**config.mk**
```make
export PLATFORM = sky130hd
export DESIGN_NAME = cfg_serial_loader
export DESIGN_NICKNAME = d
export VERILOG_FILES = /design/src/rtl/cfg_loader_pkg.sv /design/src/rtl/cfg_serial_loader.sv
export SDC_FILE = /design/constraint.sdc
export NUM_CORES = 1
export LEC_CHECK = 0
export BUFFER_PORTS_ARGS = -buffer_cell sky130_fd_sc_hd__buf_2
export CORE_MARGIN = 5
export CORE_UTILIZATION = 50
export DETAILED_ROUTE_END_ITERATION = 12
export HOLD_SLACK_MARGIN = 0.02
export PLACE_DENSITY_LB_ADDON = 0.12
export SYNTH_ARGS = -nofsm -noshare
export SYNTH_HDL_FRONTEND = slang
export SYNTH_SLANG_ARGS = --single-unit
```
**constraint.sdc**
```tcl
create_clock -name CLK_SR -period 1.59 [get_ports CLK_SR]
set_input_delay 0.159 -clock CLK_SR [delete_from_list [all_inputs] [get_ports CLK_SR]]
set_output_delay 0.159 -clock CLK_SR [all_outputs]
set_load 0.01 [all_outputs]
```
**src/rtl/cfg_loader_pkg.sv**
```systemverilog
// Shared types and field map for the PS-PWM serial configuration loader.
// The field constants describe the default 11-bit configuration word layout.
package cfg_loader_pkg;

  localparam int DEFAULT_WIDTH = 11;

  typedef enum logic [1:0] {
    ST_IDLE     = 2'd0,
    ST_SHIFT    = 2'd1,
    ST_PARITY   = 2'd2,
    ST_WAIT_END = 2'd3
  } cfg_state_e;

  // Field map of the 11-bit word: dead-time, two generator selectors, output selector
  localparam int DT_LSB       = 0;
  localparam int DT_W         = 5;
  localparam int SEL_GEN1_LSB = 5;
  localparam int SEL_GEN2_LSB = 7;
  localparam int OUT_SEL_LSB  = 9;
  localparam int SEL_W        = 2;

endpackage

```
**src/rtl/cfg_serial_loader.sv**
```systemverilog
// Serial configuration loader: shifts a framed bitstream into a shadow register and
// commits it to cfg_out in one edge once the frame is complete and its parity is good.
module cfg_serial_loader
  import cfg_loader_pkg::*;
#(
  parameter int                 WIDTH       = DEFAULT_WIDTH,
  parameter int                 PARITY_EN   = 1,
  parameter logic [WIDTH-1:0]   RESET_VALUE = '0,
  localparam int                CW          = $clog2(WIDTH + 1)
) (
  input  logic             CLK_SR,
  input  logic             RST,
  input  logic             load_en,
  input  logic             data_in,
  output logic [WIDTH-1:0] cfg_out,
  output logic             cfg_update,
  output logic             busy,
  output logic             frame_err,
  output logic [CW-1:0]    bit_count
);

  localparam logic [1:0]    S_IDLE     = 2'(ST_IDLE);
  localparam logic [1:0]    S_SHIFT    = 2'(ST_SHIFT);
  localparam logic [1:0]    S_PARITY   = 2'(ST_PARITY);
  localparam logic [1:0]    S_WAIT_END = 2'(ST_WAIT_END);
  localparam logic [CW-1:0] LAST_BIT   = CW'(WIDTH - 1);

  logic [1:0]       state;
  logic [WIDTH-1:0] shadow;
  logic             parity_acc;

  assign busy = (state == S_SHIFT) || (state == S_PARITY);

  always_ff @(posedge CLK_SR or posedge RST) begin
    if (RST) begin
      state      <= S_IDLE;
      shadow     <= '0;
      bit_count  <= '0;
      cfg_out    <= RESET_VALUE;
      cfg_update <= 1'b0;
      frame_err  <= 1'b0;
      parity_acc <= 1'b0;
    end else begin
      cfg_update <= 1'b0;
      case (state)
        S_IDLE: begin
          if (load_en) begin
            shadow     <= {{(WIDTH-1){1'b0}}, data_in};
            bit_count  <= CW'(1);
            parity_acc <= data_in;
            frame_err  <= 1'b0;
            state      <= S_SHIFT;
          end
        end
        S_SHIFT: begin
          if (load_en) begin
            // shadow was cleared at frame start, so OR-ing the bit in places it
            shadow     <= shadow | (WIDTH'(data_in) << bit_count);
            bit_count  <= bit_count + CW'(1);
            parity_acc <= parity_acc ^ data_in;
            if (bit_count == LAST_BIT) begin
              if (PARITY_EN != 0) begin
                state <= S_PARITY;
              end else begin
                cfg_out    <= {data_in, shadow[WIDTH-2:0]};
                cfg_update <= 1'b1;
                state      <= S_WAIT_END;
              end
            end
          end else begin
            frame_err <= 1'b1;
            shadow    <= '0;
            state     <= S_IDLE;
          end
        end
        S_PARITY: begin
          if (load_en) begin
            if ((parity_acc ^ data_in) == 1'b0) begin
              cfg_out    <= shadow;
              cfg_update <= 1'b1;
            end else begin
              frame_err <= 1'b1;
            end
            state <= S_WAIT_END;
          end else begin
            frame_err <= 1'b1;
            state     <= S_IDLE;
          end
        end
        S_WAIT_END: begin
          // Bits beyond the frame are an overrun; the committed word stays
          if (load_en) frame_err <= 1'b1;
          else         state     <= S_IDLE;
        end
        default: state <= S_IDLE;
      endcase
    end
  end

endmodule
```
Word level (Yosys, flattened, before mapping)
Cells that the tools add are included.
{"block": "word_totals", "register_bits": 31, "inputBits": 4, "output_inout_bits": 18, "wordCells": 55}
{"block": "op_classes", "n_addsub": 1, "n_bitwise": 3, "shift": 1, "n_eq_ne": 11, "n_reduce_logical": 8, "muxes": 24}
{"op": "$mux W11", "count": 2}
{"op": "$pmux W11 S2", "count": 1}
{"op": "$or A11 B11 Y11", "count": 1}
{"op": "$shl A1 B4 Y11", "count": 1}
{"op": "$mux W1", "count": 10}
{"op": "$mux W2", "count": 5}
{"op": "$ne A2 B2 Y1 const B", "count": 5}
{"op": "$reduce_and A3 Y1", "count": 3}
{"op": "$mux W4", "count": 2}
{"op": "$pmux W2 S4", "count": 1}
{"op": "$pmux W4 S2", "count": 1}
{"op": "$ne A3 B2 Y1 const B", "count": 2}
{"op": "$add A4 B1 Y4 const B", "count": 1}
{"op": "$eq A2 B2 Y1 const B", "count": 2}
{"op": "$eq A4 B4 Y1 const B", "count": 1}
{"op": "$pmux W1 S4", "count": 1}
{"op": "$reduce_and A4 Y1", "count": 1}
{"op": "$eq A2 B1 Y1 const B", "count": 1}
{"op": "$logic_not A2 Y1", "count": 1}
{"op": "$pmux W1 S2", "count": 1}
{"op": "$reduce_and A2 Y1", "count": 1}
{"op": "$reduce_bool A2 Y1", "count": 1}
{"op": "$logic_or A1 B1 Y1", "count": 1}
{"op": "$not A1 Y1", "count": 1}
{"op": "$xor A1 B1 Y1", "count": 1}

Depth between registers and ports, before layout
Gate-level depths: netlist of run 1.
{"block": "logic_depth", "depth_word": 4, "depth_mapped": 7, "mapped_depth_nobuf": 6}

Worst setup path after synthesis of run 1
OpenSTA, ideal clock, no wires.
{"block": "synth_timing", "path_type": "register -> register", "from": "register bit_count[0]", "to": "register state[0]", "required_time_ns": 1.511, "setup_ns": 0.079, "t_arrival_ns": 1.501, "slack_ns": 0.010, "period_less_slack_ns": 1.580, "stages_incl_launch_ff": 8, "n_path_buf": 1, "cell_sequence": "dfrtp_1 clkbuf_1 inv_1 ha_1 nand3b_1 a21oi_1 a31oi_1 a2bb2oi_1"}
{"block": "synth_between", "elab_chain_len": 3}
{"element": "start: declaration", "line": "cfg_serial_loader.sv:19", "rtl": "output logic [CW-1:0] bit_count"}
{"element": "start signal: assignment", "line": "cfg_serial_loader.sv:59", "rtl": "bit_count <= bit_count + CW'(1);"}
{"element": "$eq A4 B4 Y1", "line": "cfg_serial_loader.sv:61", "rtl": "if (bit_count == LAST_BIT) begin"}
{"element": "$ne A3 B2 Y1 (no line)"}
{"element": "$reduce_and A3 Y1 (no line)"}
{"element": "end signal: assignment", "line": "cfg_serial_loader.sv:63", "rtl": "state <= S_PARITY;"}
{"element": "end signal: assignment", "line": "cfg_serial_loader.sv:67", "rtl": "state <= S_WAIT_END;"}
{"element": "end signal: assignment", "line": "cfg_serial_loader.sv:73", "rtl": "state <= S_IDLE;"}
{"element": "end: declaration", "line": "cfg_serial_loader.sv:28", "rtl": "logic [1:0] state;"}
No other way between the ends.
A chain may end at the register's enable or synchronous reset.

Worst setup path after layout of run 1
{"block": "layout_timing", "from": "register state[1]", "to": "register shadow[4]"}
{"block": "layout_between", "elab_chain_len": 3, "word_cells_on_any_way": 6, "cone_classes": "eq/ne (2); mux (1); reduce/logical (3)"}
{"element": "start signal: assignment", "line": "cfg_serial_loader.sv:36", "rtl": "state <= S_IDLE;"}
{"element": "start signal: assignment", "line": "cfg_serial_loader.sv:52", "rtl": "state <= S_SHIFT;"}
{"element": "start signal: assignment", "line": "cfg_serial_loader.sv:63"}
{"element": "$eq A2 B1 Y1 / $logic_not A2 Y1 (equally long branches)", "line": "cfg_serial_loader.sv:45", "rtl": "case (state)"}
{"element": "$reduce_bool A2 Y1 (no line) / $ne A2 B2 Y1 (equally long branches)"}
{"element": "$reduce_and A2 Y1 (no line)"}
{"element": "end signal: assignment", "line": "cfg_serial_loader.sv:48", "rtl": "shadow <= {{(WIDTH-1){1'b0}}, data_in};"}
{"element": "end signal: assignment", "line": "cfg_serial_loader.sv:58", "rtl": "shadow <= shadow | (WIDTH'(data_in) << bit_count);"}
{"element": "end: declaration", "line": "cfg_serial_loader.sv:29", "rtl": "logic [WIDTH-1:0] shadow;"}
Parallel ways exist; a longest one is shown, timed or not.

==> results of run 1 <==
## worst max-delay path, stage by stage, from the launching register on
cell     delay, ps
dfrtp_1        400
inv_2          100
ha_4           160
nand2_4         50
or4b_4         550
nor3_2         120
a21o_1         100
## layer usage
layer  global-route usage (%)  vias to the layer above  routed length (um)
met5                        0                        -                   0
met4                     6.48                        0                  35
met3                     5.13                        4                 117
met2                     26.9                       19                1480
met1                     18.9                      535                1310
li1                         -                      538                   -
## registers in the layout (all words and copies together) (netlist names)
signal / cells
frame_err: 1
parity_acc: 1
state: 2
cfg_out: 11
shadow: 11
cfg_update: 1
bit_count: 4
## timing repair
action / CTS / global route
pin swaps: 0 / 1
hold endpoints to repair: 31 / 0
resized for setup: 3 / 8
hold buffers: 1 / 0
setup endpoints to repair: 4 / 18
## cell families after synthesis
group	count (synthesis)	share of synthesized area [%]
multiplexers	12	10.8
AND/OR/NAND/NOR	31	10.7
AO/OA/AOI/OAI	32	15.1
flip-flops	31	50.9
buffers and inverters	18	6.24
adder cells (fa/ha/maj)	7	5.75
XOR/XNOR	1	0.575
## layout make-up
type	count	share of cell area [%]
Multi-Input combinational cell	83	37.6
Tap cell	33	2.24
Inverter	9	1.83
Clock inverter	1	0.272
Timing Repair Buffer	38	13.4
Sequential cell	31	42.2
Clock buffer	7	2.44
## power by group through the flow
stage / Clock, mW / Sequential, mW / Combinational, mW
after floorplan: 0 / 1.25 / 0.934
after global placement: 0 / 1.21 / 1.49
after detailed placement: 0 / 1.22 / 1.53
after CTS: 0.443 / 1.21 / 1.55
after global routing: 0.482 / 1.26 / 1.79
final: 0.426 / 1.22 / 1.59
## layout by cell type (no fill, tap or decap), types with 2 or more instances in the layout
| master | netlist | routed |
|---|---|---|
| a21o_1 | 2 | 2 |
| a21oi_1 | 6 | 6 |
| a22o_1 | 2 | 2 |
| a31oi_1 | 2 | 2 |
| a32o_1 | 3 | 3 |
| buf_2 | 0 | 21 |
| buf_4 | 1 | 15 |
| clkbuf_1 | 6 | 2 |
| clkbuf_4 | 0 | 5 |
| dfrtp_1 | 31 | 30 |
| ha_1 | 7 | 4 |
| ha_4 | 0 | 2 |
| inv_1 | 9 | 7 |
| inv_2 | 0 | 2 |
| mux2_2 | 3 | 3 |
| mux2_4 | 8 | 8 |
| nand2_1 | 11 | 10 |
| nand2b_1 | 2 | 2 |
| nand3_1 | 3 | 3 |
| nor2_1 | 6 | 6 |
| nor3_1 | 2 | 2 |
| o21ai_0 | 6 | 6 |
| o2bb2ai_1 | 5 | 5 |
## worst max-delay path by stage
| stage | start | to | slack, ps | cells after the start |
|---|---|---|---|---|
| global placement | state[0] | cfg_out[4] | 70 | 5 |
| global route | state[1] | shadow[4] | -9 | 6 |
| floorplan | bit_count[0] | state[0] | 10 | 7 |
| CTS | state[1] | shadow[4] | 10 | 6 |
| detailed placement | state[0] | cfg_out[6] | 4 | 5 |
| finish | state[1] | shadow[4] | 60 | 6 |
## metrics by stage
stage,utilization [%],TNS (ps),instances
2_1_floorplan,-,0,132
3_3_place_gp,58.5,0,193
3_5_place_dp,58.5,0,193
4_1_cts,60.8,0,202
5_1_grt,61.9,-9.06,202
6_report,61.9,0,202
==> reports/metrics.yaml, run 1 <==
status: "completed"
design_power_total_mw: 3.24
ys.flop_type: "dfrtp_1"
synth_top_area_cell: "dfrtp_1"
die_x_um: 65.2
cts_setup_buffers: 0
hp-class: "primary input to flop"
hold_viol_final: 0
cp-start-kind: "flop"
fin_area_sq_um: 1840
maxCapViolations: 0
finalCritPeriodShare_pct: 96.5
fp.coreArea_sq_um: 2980
multi_input_area_sq_um: 693
worstHoldPathCells: 3
area_growth_pct: 20.9
reg2reg_to: "shadow[4]"
n_fill_cell: 255
cts.clk_slew.worst_paths_ps: 90
drt-total-wl_mm: 2.94
clockBufferDepth: 2
htree_levels: 2
r2r_cells: 6
dieArea_sq_um: 4250
netlist_top_cells_area: "dfrtp_1 51%, mux2_4 7.9%, ha_1 5.7%"
grtUsageTotal_pct: 16.0
whs_ps: 177
yosysWarnings: 0
dp_hpwl_mm: 2.14
min_period_ps: 1530
yosysMostFrequentCell: "dfrtp_1"
drtPass1Iterations: 4
antenna_found_initial: 0
tightest_slew_ps: 401
diodes: 0
grt_pass1_wl_mm: 5.21
p_per_area_nw_per_um2: 1760
cts_root_buffer: "clkbuf_4"
num-nets-final: 179
die_h_um: 65.2
required_ps: 1850
vias: 1096
ant_nets: 0
synth.top_cell.area_share_pct: 50.9
synth_edf_count: 0
cts-buffers-inserted: 5
p_switching_mw: 1.26
wire_per_inst_um: 14.6
synth_cell_types: 36
worst_slew_margin_rel_pct: 73.3
rsz0062_at_grt: "true"
crit_arrival_ps: 1790
internal_power_mw: 1.98
endpoint_kind: "flop"
rows: 20
pwr-share-clk_pct: 13.2
grt_pass1_vias: 1151
synthCells: 132
synthTopCellsByCount: "31 x dfrtp_1, 11 x nand2_1, 9 x inv_1"
synth_seq_cells: 31
min_from: "data_in"
min_to: "parity_acc"
synth_nets: 143
drt_iter0_drc: 27
synth_area_per_cell_sq_um: 11.5
netlist_area_sq_um: 1520
p_leak_nw: 0.932
dpl_cell_area_sq_um: 1740
avgViaCountPerCell: 5.43
slew_viol_final: 0
clock-sinks: 31
io_pins: 22
yosysSeqAreaShare_pct: 50.9
grt_max_degree: 32
cp_max_fo: 4
pre_cts_slack_ps: 3.81
combPwrFrac_pct: 49.2
crit_type: "flop to flop"
finalSetupViolCount: 0
regArea_sq_um: 777
start_util_pct: 51.2
drive_above_1_share_pct: 39.6
skew_ps: 5.75
remaining_drc_errors: 0
worstSkewPairLatency_ps: 320
overflow: 0
p_seq_share_pct: 37.6
peakVddDrop_v: 0.000975
place_congestion: 0.846
r2r_slack_ps: 60
swShare_pct: 38.8
async_flop_share_pct: 100
cts_tree: "built"
r2r_start: "state[1]"
fmax_ghz: 0.652
fin_ws_ps: 56.4
port_buffers: 21
Note: power is estimated with default switching activity, not from simulation.
==> run 2: changes to the inputs <==
CTS_BUF_LIST = sky130_fd_sc_hd__clkbuf_16   (was unset)
==> reports/metrics.yaml, run 2 (synthesis results as in run 1) <==
finalSetupViolCount: 0
io_pins: 22
antenna_found_initial: 0
die_x_um: 65.2
min_from: "data_in"
cts_root_buffer: "clkbuf_16"
layout_commonest_cell: "dfrtp_1"
drive_above_1_share_pct: 39.6
p_per_area_nw_per_um2: 1910
cp-start-kind: "flop"
finalCritPeriodShare_pct: 96.1
min_period_ps: 1530
drtPass1Iterations: 4
drt_iter0_drc: 18
fmax_ghz: 0.655
grt_pass1_wl_mm: 5.29
hold_viol_final: 0
peakVddDrop_v: 0.00106
cts-buffers-inserted: 5
r2r_start: "state[1]"
cts.clk_slew.worst_paths_ps: 50
fin_tns_setup_ps: 0
remaining_drc_errors: 0
htree_levels: 2
avgViaCountPerCell: 5.48
ant_nets: 0
skew_ps: 2.86
status: "completed"
die_h_um: 65.2
worstSkewPairLatency_ps: 270
place_congestion: 0.846
crit_type: "flop to flop"
maxCapViolations: 0
r2r_cells: 6
p_seq_share_pct: 33.2
grt_pass1_vias: 1169
p_switching_mw: 1.31
final_cell_mix: "30 x dfrtp_1, 21 x buf_2, 15 x buf_4"
dp_hpwl_mm: 2.14
hp-class: "primary input to flop"
start_util_pct: 51.2
min_to: "parity_acc"
worst_slew_margin_rel_pct: 73.8
clockBufferDepth: 2
grt_max_degree: 32
area_growth_pct: 26.7
tightest_slew_ps: 392
cp_max_fo: 4
clock-sinks: 31
final_cells: 202
internal_power_mw: 2.38
vias: 1107
wire_per_inst_um: 14.6
required_ps: 1800
fp.coreArea_sq_um: 2980
crit_arrival_ps: 1740
reg_top3: "cfg_out (11), shadow (11), bit_count (4)"
grtUsageTotal_pct: 16.4
num-nets-final: 179
fin_util_pct: 64.8
drt-total-wl_mm: 2.94
dieArea_sq_um: 4250
cts_tree: "built"
reg2reg_to: "shadow[4]"
r2r_slack_ps: 60
p_leak_nw: 0.978
worstHoldPathCells: 3
rows: 20
port_buffers: 21
n_fill_cell: 244
diodes: 0
swShare_pct: 35.6
endpoint_kind: "flop"
cts_setup_buffers: 0
overflow: 0
combPwrFrac_pct: 43.2
slew_viol_final: 0
rsz0062_at_grt: "false"
pwr-share-clk_pct: 23.5
placed_cells: 193
[run 2: stage by stage]
| stage | setup slack (ps) | area (sq um) | hold WS [ps] | total power [mW] |
|---|---|---|---|---|
| 2_1_floorplan | 9.78 | 1520 | 263 | 2.18 |
| 3_3_place_gp | 73.7 | 1740 | 254 | 2.71 |
| 3_5_place_dp | 3.81 | 1740 | 262 | 2.75 |
| 4_1_cts | 21.8 | 1900 | 228 | 3.66 |
| 5_1_grt | 2.36 | 1930 | 266 | 3.98 |
| 6_report | 62.5 | 1930 | 240 | 3.69 |
[run 2: worst max-delay path by stage]
stage	to	slack, ps	startpoint	cells after the start
after global routing	shadow[4]	2	state[1]	6
final	shadow[4]	60	state[1]	6
after detailed placement	cfg_out[6]	4	state[0]	5
after floorplan	state[0]	10	bit_count[0]	7
after CTS	shadow[4]	20	state[1]	6
after global placement	cfg_out[4]	70	state[0]	5
[run 2: timing repair]
item                       in CTS  in global routing
gates resized for setup         3                  8
pin swaps                       0                  1
hold buffers                    1                  0
hold endpoints to repair       31                  0
setup endpoints to repair       3                 18
[run 2: cell type report]
| type | instances | area (sq um) | share of cell area, % |
|---|---|---|---|
| flip-flops and latches | 31 | 777 | 40.2 |
| well taps | 33 | 41.3 | 2.14 |
| inverters | 9 | 33.8 | 1.75 |
| multi-input cells | 83 | 693 | 35.9 |
| repair buffers | 38 | 248 | 12.8 |
| clock inverters | 3 | 12.5 | 0.648 |
| clock buffers | 5 | 125 | 6.48 |
[run 2: worst max-delay path, cell delays in order (launching register included)]
cell	delay (ps)
dfrtp_1	380
inv_2	100
ha_4	160
nand2_4	50
or4b_4	550
nor3_2	120
a21o_1	100
[run 2: routing by layer]
layer | up-vias | global-route usage, % | wire [um]
li1 | 543 | - | -
met4 | 0 | 7.51 | 72
met1 | 537 | 18.9 | 1300
met5 | - | 0 | 0
met2 | 19 | 27.8 | 1470
met3 | 8 | 5.13 | 108
[run 2: power groups by stage]
stage	Combinational [mW]	Sequential (mW)	Clock, mW
2_1_floorplan	0.934	1.25	0
3_3_place_gp	1.49	1.21	0
3_5_place_dp	1.53	1.22	0
4_1_cts	1.55	1.22	0.893
5_1_grt	1.79	1.27	0.925
6_report	1.59	1.23	0.868
